$ cat src/rtl/writeback_unit_if.sv
// writeback_unit_if
// Bundles the signals between the writeback unit and its neighbours:
//   - memory (load) result channel: mem_valid/mem_rd/mem_data in, mem_ready out
//   - ALU result channel:           alu_valid/alu_rd/alu_data in, alu_ready out
//   - register file write port:     we/wb_rd/wb_data out
//   - register file read ports:     rs_addr/rt_addr/rs_rf/rt_rf in,
//                                   rs_fwd/rt_fwd/hazard out
// Modport "slave" is the writeback unit. Modport "master" is the surrounding
// pipeline (execute/memory stages, register file and decode).
interface writeback_unit_if #(
    parameter int WIDTH     = 32,
    parameter int REG_WIDTH = 5
);
    logic                 mem_valid;
    logic [REG_WIDTH-1:0] mem_rd;
    logic [WIDTH-1:0]     mem_data;
    logic                 mem_ready;

    logic                 alu_valid;
    logic [REG_WIDTH-1:0] alu_rd;
    logic [WIDTH-1:0]     alu_data;
    logic                 alu_ready;

    logic                 we;
    logic [REG_WIDTH-1:0] wb_rd;
    logic [WIDTH-1:0]     wb_data;

    logic [REG_WIDTH-1:0] rs_addr;
    logic [REG_WIDTH-1:0] rt_addr;
    logic [WIDTH-1:0]     rs_rf;
    logic [WIDTH-1:0]     rt_rf;
    logic [WIDTH-1:0]     rs_fwd;
    logic [WIDTH-1:0]     rt_fwd;
    logic                 hazard;

    modport slave (
        input  mem_valid, mem_rd, mem_data,
        output mem_ready,
        input  alu_valid, alu_rd, alu_data,
        output alu_ready,
        output we, wb_rd, wb_data,
        input  rs_addr, rt_addr, rs_rf, rt_rf,
        output rs_fwd, rt_fwd, hazard
    );

    modport master (
        output mem_valid, mem_rd, mem_data,
        input  mem_ready,
        output alu_valid, alu_rd, alu_data,
        input  alu_ready,
        input  we, wb_rd, wb_data,
        output rs_addr, rt_addr, rs_rf, rt_rf,
        input  rs_fwd, rt_fwd, hazard
    );
endinterface

$ cat src/rtl/writeback_unit.sv
// writeback_unit
// Collects load and ALU results, keeps them in arrival order (load before
// ALU when both arrive together) in a small FIFO, and issues one registered
// register-file write per cycle. Also checks register-file read addresses
// against results that have not landed yet.
// Ports:
//   clock  - sole clock, rising edge
//   reset  - synchronous, active-high
//   bus    - writeback_unit_if.slave (result channels, write port, read ports)
//   count  - FIFO occupancy (registered; the output register is not counted)
// Build option:
//   WB_FORWARD_EN defined   - rs_fwd/rt_fwd carry the youngest pending value,
//                             hazard is tied to 0.
//   WB_FORWARD_EN undefined - rs_fwd/rt_fwd pass the register file through,
//                             hazard flags any pending match.
module writeback_unit #(
    parameter int WIDTH     = 32,
    parameter int REG_WIDTH = 5,
    parameter int DEPTH     = 4
) (
    input  logic                   clock,
    input  logic                   reset,
    writeback_unit_if.slave        bus,
    output logic [$clog2(DEPTH):0] count
);
    localparam int PW = $clog2(DEPTH);
    localparam int CW = PW + 1;

    logic [REG_WIDTH-1:0] fifoRd   [DEPTH];
    logic [WIDTH-1:0]     fifoData [DEPTH];

    logic [PW-1:0]        headReg, headNext, tailReg, tailNext, tailPlusOne;
    logic [CW-1:0]        countReg, countNext;
    logic                 weReg, weNext;
    logic [REG_WIDTH-1:0] wbRdReg, wbRdNext;
    logic [WIDTH-1:0]     wbDataReg, wbDataNext;

    logic                 memReady, aluReady, memKeep, aluKeep;
    logic                 pushA, pushB, pop;
    logic [1:0]           numPush;
    logic [REG_WIDTH-1:0] pushARd;
    logic [WIDTH-1:0]     pushAData;

    // Readiness looks only at registered occupancy. With DEPTH-1 entries a
    // lone load can still be pushed while one entry drains, so the FIFO can
    // never overflow even though the drain is not credited here.
    assign memReady = countReg < CW'(DEPTH);
    assign aluReady = countReg < CW'(DEPTH - 1);

    // Results for r0 complete the handshake but are dropped here.
    assign memKeep = bus.mem_valid && memReady && (bus.mem_rd != '0);
    assign aluKeep = bus.alu_valid && aluReady && (bus.alu_rd != '0);

    // Oldest pending result goes to the output register; everything else
    // accepted this cycle is pushed in arrival order (load first). The
    // second push slot, when used, always carries the ALU result.
    always_comb begin
        weNext     = 1'b0;
        wbRdNext   = wbRdReg;
        wbDataNext = wbDataReg;
        pop        = 1'b0;
        pushA      = 1'b0;
        pushB      = 1'b0;
        pushARd    = bus.mem_rd;
        pushAData  = bus.mem_data;
        if (countReg != '0) begin
            weNext     = 1'b1;
            wbRdNext   = fifoRd[headReg];
            wbDataNext = fifoData[headReg];
            pop        = 1'b1;
            pushA      = memKeep || aluKeep;
            pushB      = memKeep && aluKeep;
            if (!memKeep) begin
                pushARd   = bus.alu_rd;
                pushAData = bus.alu_data;
            end
        end else if (memKeep) begin
            weNext     = 1'b1;
            wbRdNext   = bus.mem_rd;
            wbDataNext = bus.mem_data;
            pushA      = aluKeep;
            pushARd    = bus.alu_rd;
            pushAData  = bus.alu_data;
        end else if (aluKeep) begin
            weNext     = 1'b1;
            wbRdNext   = bus.alu_rd;
            wbDataNext = bus.alu_data;
        end
    end

    assign numPush     = {1'b0, pushA} + {1'b0, pushB};
    assign tailPlusOne = tailReg + PW'(1);
    assign tailNext    = tailReg + PW'(numPush);
    assign headNext    = headReg + PW'(pop);
    assign countNext   = countReg + CW'(numPush) - CW'(pop);

    always_ff @(posedge clock) begin
        if (reset) begin
            headReg   <= '0;
            tailReg   <= '0;
            countReg  <= '0;
            weReg     <= 1'b0;
            wbRdReg   <= '0;
            wbDataReg <= '0;
        end else begin
            headReg   <= headNext;
            tailReg   <= tailNext;
            countReg  <= countNext;
            weReg     <= weNext;
            wbRdReg   <= wbRdNext;
            wbDataReg <= wbDataNext;
        end
    end

    // Entry storage needs no reset: liveness comes from head/count.
    always_ff @(posedge clock) begin
        if (pushA) begin
            fifoRd[tailReg]   <= pushARd;
            fifoData[tailReg] <= pushAData;
        end
        if (pushB) begin
            fifoRd[tailPlusOne]   <= bus.alu_rd;
            fifoData[tailPlusOne] <= bus.alu_data;
        end
    end

    assign bus.mem_ready = memReady;
    assign bus.alu_ready = aluReady;
    assign bus.we        = weReg;
    assign bus.wb_rd     = wbRdReg;
    assign bus.wb_data   = wbDataReg;
    assign count         = countReg;

    // Hazard matching: entry gi is the gi-th oldest FIFO entry.
    logic [PW-1:0]    entIdx [DEPTH];
    logic [DEPTH-1:0] rsMatch, rtMatch;
    logic             rsOutMatch, rtOutMatch;

    for (genvar gi = 0; gi < DEPTH; gi++) begin : g_entry
        logic live;
        assign entIdx[gi]  = headReg + PW'(gi);
        assign live        = CW'(gi) < countReg;
        assign rsMatch[gi] = live && (fifoRd[entIdx[gi]] == bus.rs_addr)
                             && (bus.rs_addr != '0);
        assign rtMatch[gi] = live && (fifoRd[entIdx[gi]] == bus.rt_addr)
                             && (bus.rt_addr != '0);
    end

    // The output register lands at the coming edge, so the value currently
    // read from the register file for that address is stale.
    assign rsOutMatch = weReg && (wbRdReg == bus.rs_addr) && (bus.rs_addr != '0);
    assign rtOutMatch = weReg && (wbRdReg == bus.rt_addr) && (bus.rt_addr != '0);

`ifdef WB_FORWARD_EN
    logic [WIDTH-1:0] rsVal, rtVal;

    // Scan oldest to youngest so the youngest match wins.
    always_comb begin
        rsVal = bus.rs_rf;
        rtVal = bus.rt_rf;
        if (rsOutMatch) rsVal = wbDataReg;
        if (rtOutMatch) rtVal = wbDataReg;
        for (int k = 0; k < DEPTH; k++) begin
            if (rsMatch[k]) rsVal = fifoData[entIdx[k]];
            if (rtMatch[k]) rtVal = fifoData[entIdx[k]];
        end
    end

    assign bus.rs_fwd = rsVal;
    assign bus.rt_fwd = rtVal;
    assign bus.hazard = 1'b0;
`else
    assign bus.rs_fwd = bus.rs_rf;
    assign bus.rt_fwd = bus.rt_rf;
    assign bus.hazard = rsOutMatch || rtOutMatch || (|rsMatch) || (|rtMatch);
`endif

endmodule

$ cat src/flat_wrapper.sv
// flat-port wrapper written by rule: the top's interface ports become plain ports
module writeback_unit_flat 
#(
    parameter int WIDTH     = 32,
    parameter int REG_WIDTH = 5,
    parameter int DEPTH     = 4
)
  (clock, reset, count, bus_mem_valid, bus_mem_rd, bus_mem_data, bus_mem_ready, bus_alu_valid, bus_alu_rd, bus_alu_data, bus_alu_ready, bus_we, bus_wb_rd, bus_wb_data, bus_rs_addr, bus_rt_addr, bus_rs_rf, bus_rt_rf, bus_rs_fwd, bus_rt_fwd, bus_hazard);
  writeback_unit_if #(.WIDTH(WIDTH), .REG_WIDTH(REG_WIDTH)) bus_i ();
  input  logic clock;
  input  logic reset;
  output logic [$clog2(DEPTH):0] count;
  input wire logic [$bits(bus_i.mem_valid)-1:0] bus_mem_valid;
  input wire logic [$bits(bus_i.mem_rd)-1:0] bus_mem_rd;
  input wire logic [$bits(bus_i.mem_data)-1:0] bus_mem_data;
  output wire logic [$bits(bus_i.mem_ready)-1:0] bus_mem_ready;
  input wire logic [$bits(bus_i.alu_valid)-1:0] bus_alu_valid;
  input wire logic [$bits(bus_i.alu_rd)-1:0] bus_alu_rd;
  input wire logic [$bits(bus_i.alu_data)-1:0] bus_alu_data;
  output wire logic [$bits(bus_i.alu_ready)-1:0] bus_alu_ready;
  output wire logic [$bits(bus_i.we)-1:0] bus_we;
  output wire logic [$bits(bus_i.wb_rd)-1:0] bus_wb_rd;
  output wire logic [$bits(bus_i.wb_data)-1:0] bus_wb_data;
  input wire logic [$bits(bus_i.rs_addr)-1:0] bus_rs_addr;
  input wire logic [$bits(bus_i.rt_addr)-1:0] bus_rt_addr;
  input wire logic [$bits(bus_i.rs_rf)-1:0] bus_rs_rf;
  input wire logic [$bits(bus_i.rt_rf)-1:0] bus_rt_rf;
  output wire logic [$bits(bus_i.rs_fwd)-1:0] bus_rs_fwd;
  output wire logic [$bits(bus_i.rt_fwd)-1:0] bus_rt_fwd;
  output wire logic [$bits(bus_i.hazard)-1:0] bus_hazard;
  assign bus_i.mem_valid = bus_mem_valid;
  assign bus_i.mem_rd = bus_mem_rd;
  assign bus_i.mem_data = bus_mem_data;
  assign bus_mem_ready = bus_i.mem_ready;
  assign bus_i.alu_valid = bus_alu_valid;
  assign bus_i.alu_rd = bus_alu_rd;
  assign bus_i.alu_data = bus_alu_data;
  assign bus_alu_ready = bus_i.alu_ready;
  assign bus_we = bus_i.we;
  assign bus_wb_rd = bus_i.wb_rd;
  assign bus_wb_data = bus_i.wb_data;
  assign bus_i.rs_addr = bus_rs_addr;
  assign bus_i.rt_addr = bus_rt_addr;
  assign bus_i.rs_rf = bus_rs_rf;
  assign bus_i.rt_rf = bus_rt_rf;
  assign bus_rs_fwd = bus_i.rs_fwd;
  assign bus_rt_fwd = bus_i.rt_fwd;
  assign bus_hazard = bus_i.hazard;
  writeback_unit #(.WIDTH(WIDTH), .REG_WIDTH(REG_WIDTH), .DEPTH(DEPTH)) u_core (.clock(clock), .reset(reset), .bus(bus_i), .count(count));
endmodule
$ cat config.mk
export PLATFORM = sky130hd
export DESIGN_NAME = writeback_unit_flat
export DESIGN_NICKNAME = d
export VERILOG_FILES = /design/src/rtl/writeback_unit_if.sv /design/src/rtl/writeback_unit.sv /design/src/flat_wrapper.sv
export SDC_FILE = /design/constraint.sdc
export NUM_CORES = 1
export LEC_CHECK = 0
export CAP_MARGIN = 30
export CORE_MARGIN = 5
export CORE_UTILIZATION = 50
export CTS_BUF_LIST = sky130_fd_sc_hd__clkbuf_16
export DETAILED_ROUTE_END_ITERATION = 7
export GPL_ROUTABILITY_DRIVEN = 0
export PLACE_DENSITY_LB_ADDON = 0.05
export SETUP_SLACK_MARGIN = 0.1
export SLEW_MARGIN = 20
export SYNTH_ARGS = -nofsm -noshare
export SYNTH_HDL_FRONTEND = slang
export SYNTH_SLANG_ARGS = --single-unit
$ cat constraint.sdc
create_clock -name clock -period 7.39 [get_ports clock]
set_input_delay 1.478 -clock clock [delete_from_list [all_inputs] [get_ports clock]]
set_output_delay 1.478 -clock clock [all_outputs]
set_load 0.02 [all_outputs]
# Word-level counts from Yosys, hierarchy flattened
# Memory sizes are Yosys's and may differ from the RTL's. A register that Yosys moved wholly into a read port is not among the register bits.
# Index checks and enable logic that the tools add are counted.
[op_classes]
n_addsub = 9
n_lt_le_gt_ge = 6
eq_ne = 10
n_mux = 25
n_reduce_logical = 37
[ops]
columns = ["operator", "count"]
rows = [
  ["$mux 32", 6],
  ["$eq 5x5->1", 10],
  ["$mux 5", 6],
  ["$logic_and 1x1->1", 25],
  ["$reduce_bool 5->1", 4],
  ["$mux 1", 11],
  ["$reduce_or 4->1", 2],
  ["$lt 1x3->1 const A", 2],
  ["$lt 2x3->1 const A", 2],
  ["$reduce_bool 3->1", 2],
  ["$add 2x1->2 const B", 2],
  ["$add 2x2->2 const B", 2],
  ["$logic_or 1x1->1", 4],
  ["$mux 2", 2],
  ["$add 3x2->3", 1],
  ["$lt 3x2->1 const B", 1],
  ["$lt 3x3->1 const B", 1],
  ["$sub 3x1->3", 1],
  ["$add 1x1->2", 1],
  ["$add 2x1->2", 1],
  ["$add 2x2->2", 1],
]
[totals]
ram_bits = 148
out_inout_bits = 108
memories = 2
reg_bits = 45
[memory_table]
columns = ["name", "depth", "width", "rd", "rd_ports_with_merged_regs", "write_ports", "line_no", "text"]
rows = [
  ["u_core.fifoData", 4, 32, 1, 1, 2, "writeback_unit.sv:30", "logic [WIDTH-1:0] fifoData [DEPTH];"],
  ["u_core.fifoRd", 4, 5, 4, 1, 2, "writeback_unit.sv:29", "logic [REG_WIDTH-1:0] fifoRd [DEPTH];"],
]

# Longest topological paths before layout
[logic_depth]
depth_word = 8
ltp_mapped = 14
depth_no_buf = 13

# Least setup slack after synthesis
# No wires, ideal clock.
[synth_timing]
path_kind = "input -> register"
startpoint = "in bus_mem_valid"
endpoint = "mem u_core.fifoData[2][0], enable pin"
slack_ps = 1844
n_path_buf = 1
t_arrival_ps = 5064
cell_stages = 8
t_required_ps = 6907
path_cell_list = "nor2b_1 buf_2 o21ai_4 nand2_2 inv_2 o21ai_1 nand2_1 o21ai_0"
[synth_lines]
columns = ["element", "line_no", "text"]
rows = [
  ["start, declared", "flat_wrapper.sv:13", "input wire logic [$bits(bus_i.mem_valid)-1:0] bus_mem_valid;"],
  ["end, declared", "writeback_unit.sv:30", ""],
]

# Worst setup path in the final report
[layout_timing]
startpoint = "reg u_core.headReg[0]"
endpoint = "out bus_hazard"
[layout_via]
elab_chain_len = 8
[layout_rtl]
columns = ["element", "line_no", "text"]
rows = [
  ["start, declared", "writeback_unit.sv:32", "logic [PW-1:0] headReg, headNext, tailReg, tailNext, tailPlusOne;"],
  ["start signal, assigned", "writeback_unit.sv:106", "headReg <= headNext;"],
  ["$add 2x1->2 / $add 2x2->2 (equally long branches)", "writeback_unit.sv:141", "assign entIdx[gi] = headReg + PW'(gi);"],
  ["$mem_v2 4x5 *", "n/a", ""],
  ["$eq 5x5->1", "writeback_unit.sv:143", "assign rsMatch[gi] = live && (fifoRd[entIdx[gi]] == bus.rs_addr)"],
  ["$logic_and 1x1->1", "writeback_unit.sv:143", ""],
  ["$logic_and 1x1->1", "writeback_unit.sv:144", "&& (bus.rs_addr != '0);"],
  ["$reduce_or 4->1", "writeback_unit.sv:175", "assign bus.hazard = rsOutMatch || rtOutMatch || (|rsMatch) || (|rtMatch);"],
  ["$logic_or 1x1->1", "writeback_unit.sv:175", ""],
  ["$logic_or 1x1->1 *", "writeback_unit.sv:175", ""],
  ["end, declared", "flat_wrapper.sv:30", "output wire logic [$bits(bus_i.hazard)-1:0] bus_hazard;"],
]
# Mark *: on every way between the ends. The rest lies on a longest branch, timed or not.

==> reports/qor.csv <==
stage,metric,value,unit
finish,layout-drive-gt1-share,0.244,
synth,synth_top_cell_by_area,edfxtp_1,
clocking,cts-root-buf,clkbuf_16,
critical_path,arrival,3.91,ns
synth,yosys_warnings,0,
finish,final_common_cell,edfxtp_1,
timing,fmax,186,MHz
global_route,grtUsageTotal,0.228,
power_and_ir_drop,ir_drop,0.282,mV
timing,worst_slew_pin_slew,0.955,ns
die,num_io_pins,260,
synth,synth_top_area_frac,0.394,
clocking,postCtsSetupBuffers,0,
finish,syn2layout_area_growth,14.3,%
clocking,cts.clk_slew.worst_paths,0.08,ns
clocking,clkSinkCount,193,
timing,slew_headroom,0.363,
die,rows,55,
clocking,cts_made_buffers,17,
synth,synth-edff-count,148,
power_and_ir_drop,power.internal,3.46,mW
power_and_ir_drop,seqPwrFrac,0.340,
synth,ys_seq_area_frac,0.474,
timing,finalMaxSlewViolations,0,
critical_path,path_max_fanout,30,
route,drc_errors,0,
timing,min_period,5.38,ns
timing,finalSetupViolCount,0,
power_and_ir_drop,switchingPower,2.15,mW
timing,finalHoldViolations,0,
clocking,cts_tree,built,
die,start_util,0.503,
critical_path,worstReg2RegStart,u_core.count[1]$_SDFF_PP0_,
clocking,clock_latency,0.43,ns
critical_path,r2r_slack,3.46,ns
critical_path,required,5.91,ns
global_route,antenna_found_initial,2,
worst_hold_path,worstHoldStart,u_core.bus.wb_data[19]$_SDFFE_PP0P_,
synth,synth_seq_cells,193,
critical_path,rr_endpoint,u_core.count[2]$_SDFF_PP0_,
route,via_count,7260,
route,ant_nets,0,
finish,diodes,0,
timing,whs,0.491,ns
global_route,grt_pass1_vias,7701,
worst_hold_path,hold_end,u_core.bus.wb_data[19]$_SDFFE_PP0P_,
global_route,gr-total-overflow,0,
clocking,cts_buffer_depth,2,
place,pre_cts_ws,1.99,ns
synth,yosysUniqueCellTypes,49,
power_and_ir_drop,p_leak,4.46,nW
synth,synth_cells,858,
synth,syn_nets,1017,
timing,fin_skew,0.0107,ns
finish,layout_common_cells,"edfxtp_1, clkdlybuf4s50_1, mux2_2, nor2_1, mux4_2",
finish,final_cell_area,12900,um^2
place,place_area,12300,um^2
clocking,cts_max_level,4,
timing,min_period_over_period,0.729,
synth,ys.flop_type,edfxtp_1,
critical_path,critical_path.max_stage_delay,0.65,ns
place,dp_hpwl,18.7,mm
global_route,grt_pass1_wl,45.4,mm
die,die_y,160,um
synth,postSynthAreaPerCell,13.1,um^2
die,core,22400,um^2
power_and_ir_drop,swShare,0.383,
run,cap_violations,0,
timing,grt_setup_unrepaired,false,
power_and_ir_drop,p_clk_frac,0.169,
critical_path,r2r_cells,11,
route,viasPerCell,6.08,
critical_path,crit_chain,buf_4 -> mux4_2 -> xor2_1 -> nor4_1 -> nand3b_1 -> nand4_1 -> o21ai_0 -> nand3_1 -> clkdlybuf4s50_1,
clocking,hold_buffers,0,
timing,worst_slack,2.01,ns
die,die_x,160,um
global_route,grt_max_degree,59,
clocking,cts.repair.resized,0,
route,wire_per_inst,24.5,um
run_status,status,"finished, final reports clean",
timing,fin_tns_setup,0,ns
finish,nNetsFinal,1056,
synth,synth_area_leaders,"edfxtp_1, mux2_2, mux4_2",
die,dieArea,25700,um^2
synth,syn-cell-area,11300,um^2
power_and_ir_drop,pwr-share-comb,0.491,
power_and_ir_drop,p_per_area,435,nW/um^2
route,drt_pre_antenna_iters,5,
synth,async_flop_share,0,
critical_path,worstSetupStartpointType,flip-flop,
route,drt-total-wl,29.3,mm
critical_path,crit_type,reg2out,
place,io_buffers,131,
worst_hold_path,hp-class,reg2reg,
worst_hold_path,min_path_cells,2,
critical_path,end_kind,output pin,
critical_path,critPathSlowestCell,dfxtp_4,
route,drtIter0Drc,442,
-- worst max-delay path by stage --
stage / from / endpoint / slack (ns) / depth (start not counted)
after floorplan: bus_mem_valid / u_core.fifoData[2][0]$_DFFE_PP_ / 1.84 / 8
after global placement: bus_mem_rd[3] / u_core.count[2]$_SDFF_PP0_ / 1.77 / 11
after detailed placement: bus_mem_rd[3] / u_core.count[2]$_SDFF_PP0_ / 1.99 / 14
after CTS: u_core.headReg[0]$_SDFF_PP0_ / bus_hazard / 1.95 / 9
after global routing: u_core.headReg[0]$_SDFF_PP0_ / bus_hazard / 1.68 / 9
final: u_core.headReg[0]$_SDFF_PP0_ / bus_hazard / 2.01 / 9
-- layout make-up --
type	instances	area, um^2
clock inverter	15	174
multi-input combinational	528	5080
sequential	193	5350
fill	1841	9540
timing repair buffer	146	1460
tap	285	357
clock buffer	17	425
inverter	11	41.3
-- power by group through the flow --
stage               registers, mW  clock network (mW)  logic, mW
detailed placement           1.93                   0       2.77
global placement             1.91                   0       2.71
finish                       1.91               0.948       2.76
CTS                          1.91               0.966       2.79
floorplan                    1.89                   0       2.04
global route                 1.95                1.02       2.97
-- critical path: cells and delay by family (launching register included) --
family / cells / cell delay (ns)
DFF: 1 / 0.65
muxes: 1 / 0.62
buffers and inverters: 2 / 1.23
AOI/OAI and AO/OA: 1 / 0.08
xor gates and xnor gates: 1 / 0.19
and+or+nand+nor: 4 / 0.66
-- logic make-up (layout without fill, tap and decap cells) --
logic type | Yosys count | in the layout | share of synthesized area
AND/OR/NAND/NOR | 142 | 142 | 0.0570
flip-flops | 193 | 193 | 0.474
multiplexers | 240 | 240 | 0.283
XOR/XNOR | 56 | 56 | 0.0435
AO/OA/AOI/OAI | 83 | 83 | 0.0556
adder cells (fa/ha/maj) | 7 | 7 | 0.00843
buffers and inverters | 137 | 189 | 0.0787
-- sequential cells by signal, summed over array words and instances (netlist names) --
| name | cells |
|---|---|
| u_core.tailReg | 2 |
| u_core.count | 3 |
| u_core.bus.we | 1 |
| u_core.bus.wb_rd | 5 |
| u_core.headReg | 2 |
| u_core.fifoRd | 20 |
| u_core.fifoData | 128 |
| u_core.bus.wb_data | 32 |
-- through the flow --
stage | util | power [mW] | instances
finish | 0.575 | 5.61 | 1195
global route | 0.575 | 5.94 | 1195
CTS | 0.575 | 5.67 | 1195
detailed placement | 0.548 | 4.70 | 1163
global placement | 0.545 | 4.61 | 1160
floorplan | - | 3.93 | 858
-- cell usage after synthesis, types with 5 or more instances --
| master | count |
|---|---|
| edfxtp_1 | 148 |
| mux2_2 | 108 |
| buf_4 | 79 |
| nor2_1 | 79 |
| mux4_2 | 48 |
| dfxtp_1 | 45 |
| mux2i_1 | 43 |
| mux2_1 | 41 |
| xor2_1 | 34 |
| a21oi_1 | 26 |
| clkbuf_1 | 23 |
| xnor2_1 | 22 |
| nand2_1 | 21 |
| a211oi_1 | 20 |
| buf_2 | 13 |
| inv_1 | 10 |
| buf_6 | 8 |
| nand3_1 | 8 |
| a2111oi_1 | 7 |
| nor4_1 | 7 |
| o21ai_0 | 7 |
| ha_1 | 6 |
| nor2b_1 | 6 |
| nor3_1 | 6 |
| a222oi_1 | 5 |
-- routing by layer --
| metal | share of wire | vias to the layer above | track usage |
|---|---|---|---|
| met5 | 0.00082 | - | 0 |
| met4 | 0.029 | 4 | 0.0829 |
| met1 | 0.41 | 3653 | 0.285 |
| met3 | 0.058 | 79 | 0.0529 |
| li1 | - | 3253 | - |
| met2 | 0.50 | 271 | 0.390 |
Note: power is estimated with default switching activity, not from simulation.
